### config.mk
export PLATFORM = sky130hd
export DESIGN_NAME = fp_multiplier
export DESIGN_NICKNAME = d
export VERILOG_FILES = /design/src/rtl/fp_pkg.sv /design/src/rtl/fp_mul_special.sv /design/src/rtl/fp_multiplier.sv
export SDC_FILE = /design/constraint.sdc
export NUM_CORES = 1
export LEC_CHECK = 0
export BUFFER_PORTS_ARGS = -buffer_cell sky130_fd_sc_hd__buf_4
export CAP_MARGIN = 5
export CORE_MARGIN = 2
export CORE_UTILIZATION = 40
export DETAILED_ROUTE_END_ITERATION = 6
export GPL_ROUTABILITY_DRIVEN = 0
export GPL_TIMING_DRIVEN = 0
export SLEW_MARGIN = 20
export SYNTH_ARGS = -nofsm -noshare
export SYNTH_HDL_FRONTEND = slang
export SYNTH_HIERARCHICAL = 1
export SYNTH_SLANG_ARGS = --single-unit
### constraint.sdc
create_clock -name clk -period 6.1 [get_ports clk]
set_clock_uncertainty 0.1 [all_clocks]
set_input_delay 0.61 -clock clk [delete_from_list [all_inputs] [get_ports clk]]
set_output_delay 0.61 -clock clk [all_outputs]
set_load 0.01 [all_outputs]
### src/rtl/fp_pkg.sv
// Shared floating-point definitions for fp_multiplier and fp_division:
// IEEE-754 single field widths, canonical constants and the multiplier FSM states.
package fp_pkg;

  localparam int FP_EXP_BIAS = 127;
  localparam int FP_EXP_W    = 8;
  localparam int FP_MAN_W    = 23;

  localparam logic [31:0] FP_QNAN    = 32'h7FC0_0000;
  localparam logic [31:0] FP_POS_INF = 32'h7F80_0000;

  typedef enum logic [1:0] {
    ST_IDLE,
    ST_MUL,
    ST_NORM,
    ST_DONE
  } fp_mul_state_t;

endpackage

### src/rtl/fp_mul_special.sv
// Combinational special-operand classifier for fp_multiplier, used only when
// FP_MUL_SPECIAL_EN is defined. Exponent-0 operands count as zero (denormals flush).
module fp_mul_special
  import fp_pkg::*;
(
  input  logic [31:0] a,
  input  logic [31:0] b,
  output logic        override,
  output logic [31:0] result
);

  logic sign;
  logic a_zero, b_zero, a_inf, b_inf, a_nan, b_nan;

  assign sign   = a[31] ^ b[31];
  assign a_zero = (a[30:23] == '0);
  assign b_zero = (b[30:23] == '0);
  assign a_inf  = (&a[30:23]) && (a[FP_MAN_W-1:0] == '0);
  assign b_inf  = (&b[30:23]) && (b[FP_MAN_W-1:0] == '0);
  assign a_nan  = (&a[30:23]) && (a[FP_MAN_W-1:0] != '0);
  assign b_nan  = (&b[30:23]) && (b[FP_MAN_W-1:0] != '0);

  always_comb begin
    // NOTE: defaults first so every path assigns both outputs and no latch is inferred.
    override = 1'b0;
    result   = '0;
    if (a_nan || b_nan || (a_inf && b_zero) || (b_inf && a_zero)) begin
      override = 1'b1;
      result   = FP_QNAN;
    end else if (a_inf || b_inf) begin
      override = 1'b1;
      result   = FP_POS_INF | {sign, 31'b0};
    end else if (a_zero || b_zero) begin
      override = 1'b1;
      result   = {sign, 31'b0};
    end
  end

endmodule

### src/rtl/fp_multiplier.sv
// Sequential IEEE-754 single multiplier: 24-cycle shift-add mantissa loop, truncating
// normalization, valid/ready on both sides. Define FP_MUL_SPECIAL_EN for zero/inf/NaN handling.
module fp_multiplier
  import fp_pkg::*;
#(
  parameter int MUL_BITS = 24
) (
  input  logic        clk,
  input  logic        rst_n,
  input  logic        in_valid,
  output logic        in_ready,
  input  logic [31:0] a1,
  input  logic [31:0] b1,
  output logic        out_valid,
  input  logic        out_ready,
  output logic [31:0] c
);

  localparam int ACC_W = 2 * MUL_BITS;
  localparam int CNT_W = $clog2(MUL_BITS);
  localparam logic [CNT_W-1:0] LAST_ITER = CNT_W'(MUL_BITS - 1);

  fp_mul_state_t       state;
  logic [31:0]         a_r, b_r;
  logic [ACC_W-1:0]    acc;
  logic [CNT_W-1:0]    cnt;

  logic [MUL_BITS-1:0] ma, mb;
  logic                sign;
  logic signed [9:0]   e_sum, e_norm;
  logic [FP_MAN_W-1:0] mant;
  logic [31:0]         norm_c;
  logic                unused_bits;

  // Hidden bit is always forced; denormal handling lives in the special path only.
  assign ma   = {1'b1, a_r[FP_MAN_W-1:0]};
  assign mb   = {1'b1, b_r[FP_MAN_W-1:0]};
  assign sign = a_r[31] ^ b_r[31];

  // Biased exponents summed in 10 bits so overflow/underflow stay visible as a signed value.
  assign e_sum = 10'(a_r[30:23]) + 10'(b_r[30:23]) - 10'(FP_EXP_BIAS);

  always_comb begin
    if (acc[ACC_W-1]) begin
      mant   = acc[ACC_W-2 -: FP_MAN_W];
      e_norm = e_sum + 10'sd1;
    end else begin
      mant   = acc[ACC_W-3 -: FP_MAN_W];
      e_norm = e_sum;
    end
  end

  assign unused_bits = ^{acc[ACC_W-FP_MAN_W-3:0], e_norm[9:8]};

`ifdef FP_MUL_SPECIAL_EN
  logic        spec_override;
  logic [31:0] spec_result;

  fp_mul_special u_special (
    .a        (a_r),
    .b        (b_r),
    .override (spec_override),
    .result   (spec_result)
  );

  always_comb begin
    if (spec_override)
      norm_c = spec_result;
    else if (e_norm >= 10'sd255)
      norm_c = FP_POS_INF | {sign, 31'b0};
    else if (e_norm <= 10'sd0)
      norm_c = {sign, 31'b0};
    else
      norm_c = {sign, e_norm[FP_EXP_W-1:0], mant};
  end
`else
  assign norm_c = {sign, e_norm[FP_EXP_W-1:0], mant};
`endif

  // NOTE: all state below uses non-blocking assignments so every register samples pre-edge values.
  always_ff @(posedge clk or negedge rst_n) begin
    if (!rst_n) begin
      state     <= ST_IDLE;
      in_ready  <= 1'b1;
      out_valid <= 1'b0;
      c         <= '0;
      a_r       <= '0;
      b_r       <= '0;
      acc       <= '0;
      cnt       <= '0;
    end else begin
      case (state)
        ST_IDLE: begin
          if (in_valid) begin
            a_r      <= a1;
            b_r      <= b1;
            acc      <= '0;
            cnt      <= '0;
            in_ready <= 1'b0;
            state    <= ST_MUL;
          end
        end
        ST_MUL: begin
          if (mb[cnt])
            acc <= acc + (ACC_W'(ma) << cnt);
          cnt <= cnt + CNT_W'(1);
          if (cnt == LAST_ITER)
            state <= ST_NORM;
        end
        ST_NORM: begin
          c         <= norm_c;
          out_valid <= 1'b1;
          state     <= ST_DONE;
        end
        ST_DONE: begin
          if (out_ready) begin
            out_valid <= 1'b0;
            in_ready  <= 1'b1;
            state     <= ST_IDLE;
          end
        end
        default: begin
          state    <= ST_IDLE;
          in_ready <= 1'b1;
        end
      endcase
    end
  end

endmodule

==> qor.csv <==
metric;value;unit
synth_area;0.01066;mm²
die_y;167.3;µm
detail-route-antenna-nets;0;
grt_max_degree;84;
fin_hold_ws;23.25;ps
routed_wl;28950;µm
power_density;560.8;mW/mm²
grt_pass1_vias;8855;
ioPinCount;102;
antenna_found_initial;0;
overflow;0;
final_cell_mix;dfrtp_1 (152), nand2_1 (115), a21oi_1 (104);
std_cell_rows;59;
hold_buffers;0;
ctsResizeCount;0;
tritoncts;done;
cp-end-kind;flop;
fill_cells;2541;
die_w;167.3;µm
first_pass_iters;7;
start_util;40.79;%
crit_family;compound AO/OA/AOI/OAI gates;
max_slew_margin;47.41;%
setup_tns;0;ps
ys_types;71;
clock_path_buffers;2;
layout.nets;1407;
rsz0062_at_grt;false;
ys_warn_count;6;
min_period;5443;ps
cts.reportedPaths.clkPinSlew;80;ps
final_common_cell;dfrtp_1;
slowest_delay;460;ps
tightestPinTransition;788.8;ps
cap_violations;0;
ys_seq_elements;153;
cp_slowest_cell;or4_4;
start_kind;flop;
crit_chain;buf_2 -> buf_2 -> buf_2 -> mux2i_1 -> mux2_2 -> nor2_1 -> a21oi_1 -> mux2_2 -> nor2_1 -> ha_1 -> clkbuf_1 -> nand4_1 -> or4_4 -> a2111oi_4 -> nor4_4 -> o21ai_2 -> a21boi_1 -> nor2b_2 -> mux2i_1 -> o211ai_2;
cts_setup_buffers;0;
cp_max_fo;10;
status;finished, violations left;
synth-edff-count;0;
routed_via_density;5.617;
syn_avg_cell_area;9.278;µm²
core_region_area;0.02613;mm²
wl_per_cell;17.90;µm
drive_gt1_share;19.27;%
async_reset_ff_share;100.0;%
period_share;89.23;%
drt_iter0_markers;689;
root_buffer;clkbuf_16;
final-setup-viol-count;0;
area_delta_synth_final;16.78;%
die_area;0.02797;mm²
clock_sinks;153;
hpwl;22260;µm
n_antenna_cell;0;
slew_violations;0;
port_buffers;101;
crit_required;6310;ps
synth-main-ff-cell;dfrtp_1;
ir_drop;0.0002330;V
arrival;5650;ps
hp-class;in2async;
worst-path-buf-inv;4;
clock_latency;440;ps
grtUsageTotal;21.03;%
synth_nets;1286;
synthCells;1149;
via_count;9083;
grt_pass1_wl;47290;µm
cellLeakagePower;5.404;nW
crit_type;reg2reg;
cts_buffers;17;
cp_common_cell;buf_2;
final_hold_viol_count;0;
yosysSeqAreaShare;35.93;%
remaining_drc_errors;10;
h-tree-depth;4;
fmax;0.1837;GHz
violations;DRC;
-- synthesized netlist by cell type, types with 15 or more instances --
cell type / n / area share (%)
dfrtp_1: 152 / 36
nand2_1: 115 / 4.0
a21oi_1: 104 / 4.9
nor2_1: 98 / 3.5
mux2_2: 79 / 8.3
ha_1: 67 / 7.9
o21ai_1: 63 / 3.0
mux2i_1: 60 / 5.6
clkbuf_1: 38 / 1.3
o21ai_0: 38 / 1.8
xnor2_1: 34 / 2.8
inv_1: 30 / 1.1
a21o_1: 26 / 1.8
xor2_1: 25 / 2.1
o22ai_1: 19 / 1.1
nand3_1: 17 / 0.80
buf_1: 15 / 0.53
-- registers in the layout (all words and copies together), names as in the netlist --
signal	cells
acc	48
a_r	32
b_r	32
c	32
cnt	5
state	2
in_ready	1
out_valid	1
-- final cells by class --
type	count	area, µm²	area share [%]
buffer	63	249.0	2.000
timing repair buffer	102	793.3	6.372
multi-input combinational	901	6461	51.90
clock buffer	17	425.4	3.417
sequential	153	3830	30.76
clock inverter	14	151.4	1.216
tap	335	419.2	3.367
inverter	32	120.1	0.9648
-- cells by family (layout without fill, tap and decap cells) --
kind of cell	count (synthesis)	after routing	synth area share, %
fa+ha+maj	69	69	8.239
mux	151	151	16.30
compound gates	326	326	18.70
xor+xnor	59	59	4.847
simple gates	296	296	12.52
buf+inv	95	228	3.462
flops	153	153	35.93
-- layer usage --
layer	global-route usage [%]	vias up	wire, µm
met4	5.482	0	578
met1	29.87	4379	13710
li1	-	4394	-
met2	33.27	271	13020
met5	0	-	0
met3	3.711	39	1640
-- through the flow --
step / setup slack (ps) / util (%) / cells / power (W) / instance area [µm²]
4_1_cts: 682.7 / 47.64 / 1617 / 0.006989 / 12450
2_1_floorplan: 1649 / - / 1149 / 0.004723 / 10660
5_1_grt: 368.3 / 47.64 / 1617 / 0.007564 / 12450
3_5_place_dp: 750.1 / 45.43 / 1586 / 0.005876 / 11870
3_3_place_gp: 776.4 / 45.30 / 1585 / 0.005824 / 11840
6_report: 657.2 / 47.64 / 1617 / 0.006982 / 12450
-- worst paths after layout --
kind                                     start                     to  slack [ps]  cells after the start
max                         cnt[0]$_DFFE_PN0P_    acc[35]$_DFFE_PN0P_         660                     20
min                                      rst_n    b_r[24]$_DFFE_PN0P_          20                      1
max reg2reg                 cnt[0]$_DFFE_PN0P_    acc[35]$_DFFE_PN0P_         660                     20
min reg2reg                acc[10]$_DFFE_PN0P_    acc[10]$_DFFE_PN0P_         400                      2
max in group asynchronous                rst_n     acc[0]$_DFFE_PN0P_        5070                      2
min in group clk                     out_ready  out_valid$_DFFE_PN0P_         290                      2
-- power breakdown --
group	internal, W	leakage (nW)	switching [W]
registers	0.00142	1.90	0.000266
clock network	0.000580	0.284	0.000507
logic	0.00176	3.22	0.00245
Power figures use the tool's default switching activity.
